`src/rtl/spi_master.sv`:
```
// SPI master for 7-bit address, R/W flag and one data byte (16 SCLK cycles, mode 0).
// One state register drives registered pin outputs; SCLK comes from a HALF_PERIOD down-counter.
`timescale 1ns/1ps
module spi_master #(
   parameter int HALF_PERIOD = 8
) (
   input  logic       clk,
   input  logic       reset,
   input  logic       start,
   input  logic [6:0] addr,
   input  logic       rw,
   input  logic [7:0] wdata,
   output logic       busy,
   output logic       done,
   output logic [7:0] rdata,
   output logic       sclk_pin,
   output logic       cs_pin,
   output logic       mosi_pin,
   input  logic       miso_pin
);

   localparam logic [7:0] DIV_RELOAD = 8'(HALF_PERIOD - 1);

   typedef enum logic [2:0] {IDLE, SETUP, SHIFT, HOLD, DONE} state_e;

   state_e      state_q;
   logic [7:0]  div_q;
   logic [3:0]  bit_q;
   logic        phase_q;
   logic [15:0] tx_q;
   logic [7:0]  rx_q;
   logic        rw_q;
   logic        busy_q, done_q, sclk_q, cs_q, mosi_q;
   logic [7:0]  rdata_q;

   // NOTE: non-blocking assignments only; every branch reads the pre-edge register values.
   always_ff @(posedge clk or posedge reset) begin
      if (reset) begin
         state_q <= IDLE;
         div_q   <= '0;
         bit_q   <= '0;
         phase_q <= 1'b0;
         tx_q    <= '0;
         rx_q    <= '0;
         rw_q    <= 1'b0;
         busy_q  <= 1'b0;
         done_q  <= 1'b0;
         sclk_q  <= 1'b0;
         cs_q    <= 1'b1;
         mosi_q  <= 1'b0;
         rdata_q <= '0;
      end else begin
         done_q <= 1'b0;
         case (state_q)
            IDLE: begin
               if (start) begin
                  tx_q    <= {addr, rw, (rw ? 8'h00 : wdata)};
                  rw_q    <= rw;
                  busy_q  <= 1'b1;
                  cs_q    <= 1'b0;
                  div_q   <= DIV_RELOAD;
                  state_q <= SETUP;
               end
            end
            SETUP: begin
               if (div_q == 8'd0) begin
                  mosi_q  <= tx_q[15];
                  tx_q    <= {tx_q[14:0], 1'b0};
                  bit_q   <= 4'd0;
                  phase_q <= 1'b0;
                  div_q   <= DIV_RELOAD;
                  state_q <= SHIFT;
               end else begin
                  div_q <= div_q - 8'd1;
               end
            end
            SHIFT: begin
               if (div_q != 8'd0) begin
                  div_q <= div_q - 8'd1;
               end else if (!phase_q) begin
                  // Rising SCLK edge: the slave's bit has been stable for the whole low phase.
                  sclk_q  <= 1'b1;
                  phase_q <= 1'b1;
                  div_q   <= DIV_RELOAD;
                  if (rw_q && bit_q[3]) rx_q <= {rx_q[6:0], miso_pin};
               end else if (bit_q == 4'd15) begin
                  sclk_q  <= 1'b0;
                  div_q   <= DIV_RELOAD;
                  state_q <= HOLD;
               end else begin
                  sclk_q  <= 1'b0;
                  phase_q <= 1'b0;
                  bit_q   <= bit_q + 4'd1;
                  mosi_q  <= tx_q[15];
                  tx_q    <= {tx_q[14:0], 1'b0};
                  div_q   <= DIV_RELOAD;
               end
            end
            HOLD: begin
               if (div_q == 8'd0) begin
                  cs_q    <= 1'b1;
                  busy_q  <= 1'b0;
                  done_q  <= 1'b1;
                  mosi_q  <= 1'b0;
                  if (rw_q) rdata_q <= rx_q;
                  state_q <= DONE;
               end else begin
                  div_q <= div_q - 8'd1;
               end
            end
            DONE: begin
               state_q <= IDLE;
            end
            default: begin
               state_q <= IDLE;
            end
         endcase
      end
   end

   assign busy     = busy_q;
   assign done     = done_q;
   assign rdata    = rdata_q;
   assign sclk_pin = sclk_q;
   assign cs_pin   = cs_q;
   assign mosi_pin = mosi_q;

endmodule
```
`config.mk`:
```
export PLATFORM = sky130hd
export DESIGN_NAME = spi_master
export DESIGN_NICKNAME = d
export VERILOG_FILES = /design/src/rtl/spi_master.sv
export SDC_FILE = /design/constraint.sdc
export NUM_CORES = 1
export LEC_CHECK = 0
export ABC_AREA = 1
export CAP_MARGIN = 15
export CORE_MARGIN = 2
export CORE_UTILIZATION = 52
export CTS_BUF_LIST = sky130_fd_sc_hd__clkbuf_8
export CTS_CLUSTER_DIAMETER = 120
export DETAILED_ROUTE_END_ITERATION = 7
export PLACE_DENSITY = 0.76
export SYNTH_ARGS = -nofsm -noshare
export SYNTH_HDL_FRONTEND = slang
export SYNTH_SLANG_ARGS = --single-unit
```
`constraint.sdc`:
```
create_clock -name clk -period 1.8 [get_ports clk]
set_clock_uncertainty 0.15 [all_clocks]
set_input_delay 0.36 -clock clk [delete_from_list [all_inputs] [get_ports clk]]
set_output_delay 0.36 -clock clk [all_outputs]
set_load 0.02 [all_outputs]
```
======== Word level (Yosys, flattened, before mapping) ========
Cells that the tools add are included.
word-level totals
  output and inout bits ................... 13
  flip-flop bits (word level) ............. 54
  input port bits ......................... 20
  logic and storage cells ................. 91
cells by class
  muxes and demuxes ....................... 42
  bitwise gates (word level) .............. 2
  equality and inequality tests ........... 12
  reduce and logical (&&, ||, !) cells .... 20
  add/subtract/negate cells ............... 2
operators with widths
  operator               number
  $mux W16               5
  $pmux W16 S3           1
  $mux W8                5
  $pmux W8 S4            1
  $mux W3                6
  $reduce_and A6 Y1      3
  $mux W4                4
  $ne A2 B2 Y1 const B   8
  $mux W1                14
  $pmux W3 S4            1
  $reduce_and A3 Y1      4
  $logic_not A8 Y1       1
  $pmux W4 S2            1
  $reduce_bool A8 Y1     1
  $sub A8 B1 Y8 const B  1
  $eq A3 B2 Y1 const B   2
  $pmux W1 S2            3
  $reduce_bool A3 Y1     2
  $reduce_and A5 Y1      1
  $add A4 B1 Y4 const B  1
  $eq A4 B4 Y1 const B   1
  $reduce_and A2 Y1      2
  $reduce_and A4 Y1      1
  $reduce_bool A2 Y1     2
  6 further kinds        7

======== Depth between registers and ports, before layout ========
Gate-level depths: netlist of the first run.
  word-level depth ........................ 5
  gate-level depth with buffers ........... 11
  mapped depth without buffers ............ 9

======== Worst setup path after synthesis of the first run ========
Ideal clock, no wire load.
  path kind ............................... flip-flop to flip-flop
  from .................................... reg div_q[0]
  to ...................................... reg tx_q[15]
  path buffers ............................ 2
  setup time .............................. 123 ps
  cell stages (with the launch flop) ...... 12
  slack ................................... 18 ps
  arrival time ............................ 1508 ps
  cells stage by stage .................... dfrtp_1 -> inv_1 -> ha_1 -> buf_2 -> nand2_1 -> nor2_4 -> inv_2 -> nand2_2 -> nand3_4 -> buf_6 -> nand2_1 -> o21ai_2
between the ends
  cells in the longest elaborated chain, start to end .. 3
  elaborated cells between the ends (all ways) .. 5
ends and longest elaborated chain
  what                                                           RTL line  source
  from (decl)                                                    27        logic [7:0] div_q;
  from (signal assigned)                                         74        div_q <= div_q - 8'd1;
  from (signal assigned)                                         79        div_q <= div_q - 8'd1;
  from (signal assigned)                                         108       div_q <= div_q - 8'd1;
  $logic_not A8 Y1 / $reduce_bool A8 Y1 (equally long branches)  66, 78
  $ne A2 B2 Y1 (no source line)                                  -
  $reduce_and A6 Y1 (no source line) (*)                         -
  to (signal assigned)                                           57        tx_q <= {addr, rw, (rw ? 8'h00 : wdata)};
  to (signal assigned)                                           68        tx_q <= {tx_q[14:0], 1'b0};
  to (signal assigned)                                           95        tx_q <= {tx_q[14:0], 1'b0};
  to (decl)                                                      30        logic [15:0] tx_q;
Mark *: on every way between the ends. The rest lies on a longest branch, timed or not.
A chain may end at the register's enable or synchronous reset.

======== Worst setup path after layout of the first run ========
  from .................................... reg done_q, in the netlist done
  to ...................................... out done
RTL lines
  what                    RTL line  source
  from (decl)             33        logic busy_q, done_q, sclk_q, cs_q, mosi_q;
  from (signal assigned)  47        done_q <= 1'b0;
  from (signal assigned)  53        done_q <= 1'b0;
  from (signal assigned)  103       done_q <= 1'b1;
  to (decl)               14        output logic done,
No word-level cell between the ends.

==> impl_metrics.json, run 1 <==
{
  "yosysWarnings": 0,
  "fill_cells": 436,
  "synth_top_family_by_area": "simple AND/OR/NAND/NOR gates",
  "min_period_over_period_pct": 96.8,
  "synth_compound_area_share_pct": 14.6,
  "final-hold-violation-count": 0,
  "final-max-slew-violation-count": 0,
  "slew_headroom_pct": 72.8,
  "yosys.area_share.adder_pct": 0.882,
  "rows": 26,
  "status": "completed",
  "nets": 406,
  "grt_use_total_pct": 19.4,
  "clkSinkCount": 54,
  "htreeDepth": 2,
  "start_util_pct": 54.8,
  "stdcell_count": 455,
  "utilization_pct": 67.9,
  "critPathMaxFanout": 1,
  "ys_seq_elements": 54,
  "syn-num-nets": 361,
  "syn-cell-area_um2": 2840,
  "maxCapViolations": 0,
  "synth-simple-area-share_pct": 27.3,
  "async_reset_ff_share_pct": 100,
  "grt_pass1_vias": 2134,
  "ys_top_cells_by_count": "101 x nand2_1, 53 x dfrtp_1, 36 x inv_1",
  "critPathTopFamily": "buffers and inverters",
  "total_power_w": 0.00204,
  "ys.flop_type": "dfrtp_1",
  "die_w_um": 77.9,
  "die-height_um": 77.9,
  "max_stage_delay_ps": 590,
  "drt-total-wl_um": 5800,
  "synthTopCellsByArea": "dfrtp_1 47%, nand2_1 13%, o21ai_2 9.6%, inv_1 4.8%, nor2_1 4.2%",
  "cp_data_arrival_time_ps": 1230,
  "via_count": 2279,
  "fmax_mhz": 574,
  "root_buffer": "clkbuf_8",
  "endpoint_kind": "primary output",
  "synthMuxAreaShare_pct": 0,
  "syn_area_per_cell_um2": 8.37,
  "coreArea_um2": 5170,
  "yosysMostFrequentCell": "nand2_1",
  "drtPass1Iterations": 5,
  "path_clk_slew_ps": 110,
  "ctsHoldBuffers": 0,
  "hold_path.class": "input port to async pin",
  "crit_type": "flop to primary output",
  "critPathSlowestCell": "clkdlybuf4s50_1",
  "synth_top_area_cell": "dfrtp_1",
  "cts_tree": "yes",
  "peakVddDrop_mv": 0.359,
  "dp_hpwl_um": 3960,
  "drive_gt1_share_pct": 22.1,
  "drc": 0,
  "fin_setup_tns_ps": 0,
  "cts_made_buffers": 5,
  "required_ps": 1290,
  "period_minus_slack_ps": 1740,
  "clockBufferDepth": 2,
  "synth.distinct_cells": 32,
  "path_cells": "clkdlybuf4s50_1",
  "crit_path_start_kind": "flop",
  "synth_top_area_share_pct": 46.8,
  "final_area_um2": 3510,
  "leakage_nw": 1.85,
  "drtIter0Drc": 148,
  "pin_count": 33,
  "diodes": 0,
  "gp_congestion": 0.768,
  "area_growth_pct": 23.8,
  "clk_latency_ps": 320,
  "wl_per_cell_um": 12.7,
  "crit_buf_inv": 1,
  "port_buffers": 32,
  "viasPerCell": 5.01,
  "ys_seq_area_share_pct": 47.7,
  "syn_inst": 339,
  "synth_xor_area_share_pct": 0.618,
  "tightest_slew_ps": 407,
  "placed_cell_area_um2": 3320,
  "overflow": 0,
  "antenna_found_initial": 0,
  "grt_pass1_wl_um": 9450,
  "placed_cells": 443,
  "grt_max_degree": 33,
  "p_per_area_nw_per_um2": 582,
  "die_area_um2": 6060,
  "setup_viol_count_final": 0,
  "final_antenna_net_count": 0,
  "synth_edf_count": 0
}
==> layout by cell type, fill, tap and decap left out, drive strengths merged, types with 2 or more instances in the layout <==
cell type,instances
a21oi,10
buf,16
clkbuf,6
clkdlybuf4s50,20
clkinv,3
dfrtp,53
dlygate4sd2,5
dlymetal6s2s,7
ha,2
inv,41
nand2,107
nand3,19
nand4,8
nor2,36
o21ai,44
==> per-layer routing <==
metal  track usage, %  share of wire, %  vias to the layer above
met5                0                 0                        -
met4             5.00              0.48                        0
met3             4.53               3.5                        4
met2             32.7                51                       42
met1             25.3                45                     1072
li1                 -                 -                     1161
==> worst paths after layout <==
path / from / endpoint / slack [ps] / cells past startpoint
worst max-delay path: done$_DFF_PP0_ / done / 60 / 1
worst min-delay path: reset / rdata[4]$_DFFE_PP0P_ / 220 / 2
worst max register to register: div_q[0]$_DFFE_PP0P_ / tx_q[4]$_DFFE_PP0P_ / 60 / 9
worst min register to register: cs_pin$_DFFE_PP1P_ / cs_pin$_DFFE_PP1P_ / 320 / 2
max in group asynchronous: reset / rw_q$_DFFE_PP0P_ / 830 / 3
min in group clk: cs_pin$_DFFE_PP1P_ / cs_pin$_DFFE_PP1P_ / 320 / 2
==> registers in the layout, summed over array words and instances (netlist names) <==
signal,cells
rw_q,1
phase_q,1
rdata,8
sclk_pin,1
cs_pin,1
rx_q,8
bit_q,4
busy,1
tx_q,16
mosi_pin,1
state_q,3
div_q,8
done,1
==> cells by family (layout without fill, tap and decap cells) <==
kind of cell             count (synthesis)  after routing
AO/OA/AOI/OAI                           57             57
XOR/XNOR                                 2              2
adder cells (fa/ha/maj)                  2              2
buffers and inverters                   53             99
flip-flops                              54             54
AND/OR/NAND/NOR                        171            171
==> where the power goes <==
part / switching, W / internal [W] / total, W / leakage (nW)
clock network: 0.000448 / 0.000292 / 0.000740 / 0.0506
logic: 0.0000410 / 0.0000494 / 0.0000904 / 1.09
registers: 0 / 0.00121 / 0.00121 / 0.710
total: 0.000489 / 0.00155 / 0.00204 / 1.85
==> timing repair <==
action                                  4_1_cts  5_1_grt
buffers inserted                              0        3
gates resized for setup                       5       16
gates cloned                                  0        1
pin swaps                                     0        2
endpoints found under the setup margin        5       48
==> area by class of cell <==
class | count | area [µm²] | area share, %
clock inverter | 3 | 28.8 | 0.820
tap | 70 | 87.6 | 2.49
timing repair buffer | 49 | 556 | 15.8
sequential | 54 | 1350 | 38.5
clock buffer | 5 | 68.8 | 1.96
inverter | 42 | 165 | 4.70
multi-input combinational | 232 | 1250 | 35.7
==> through the flow <==
step	hold WS [ps]	setup WS [ps]
after floorplan	277	18.5
after global placement	301	-4.85
after detailed placement	308	-59.1
after CTS	235	1.28
after global routing	212	-8.58
final	219	56.8
Note: power is estimated with default switching activity, not from simulation.
==> inputs of run 2 (changes only) <==
CAP_MARGIN = default   (was 15)
==> results of run 2 <==
The final DEF is identical to that of run 1; final timing and power are the same.
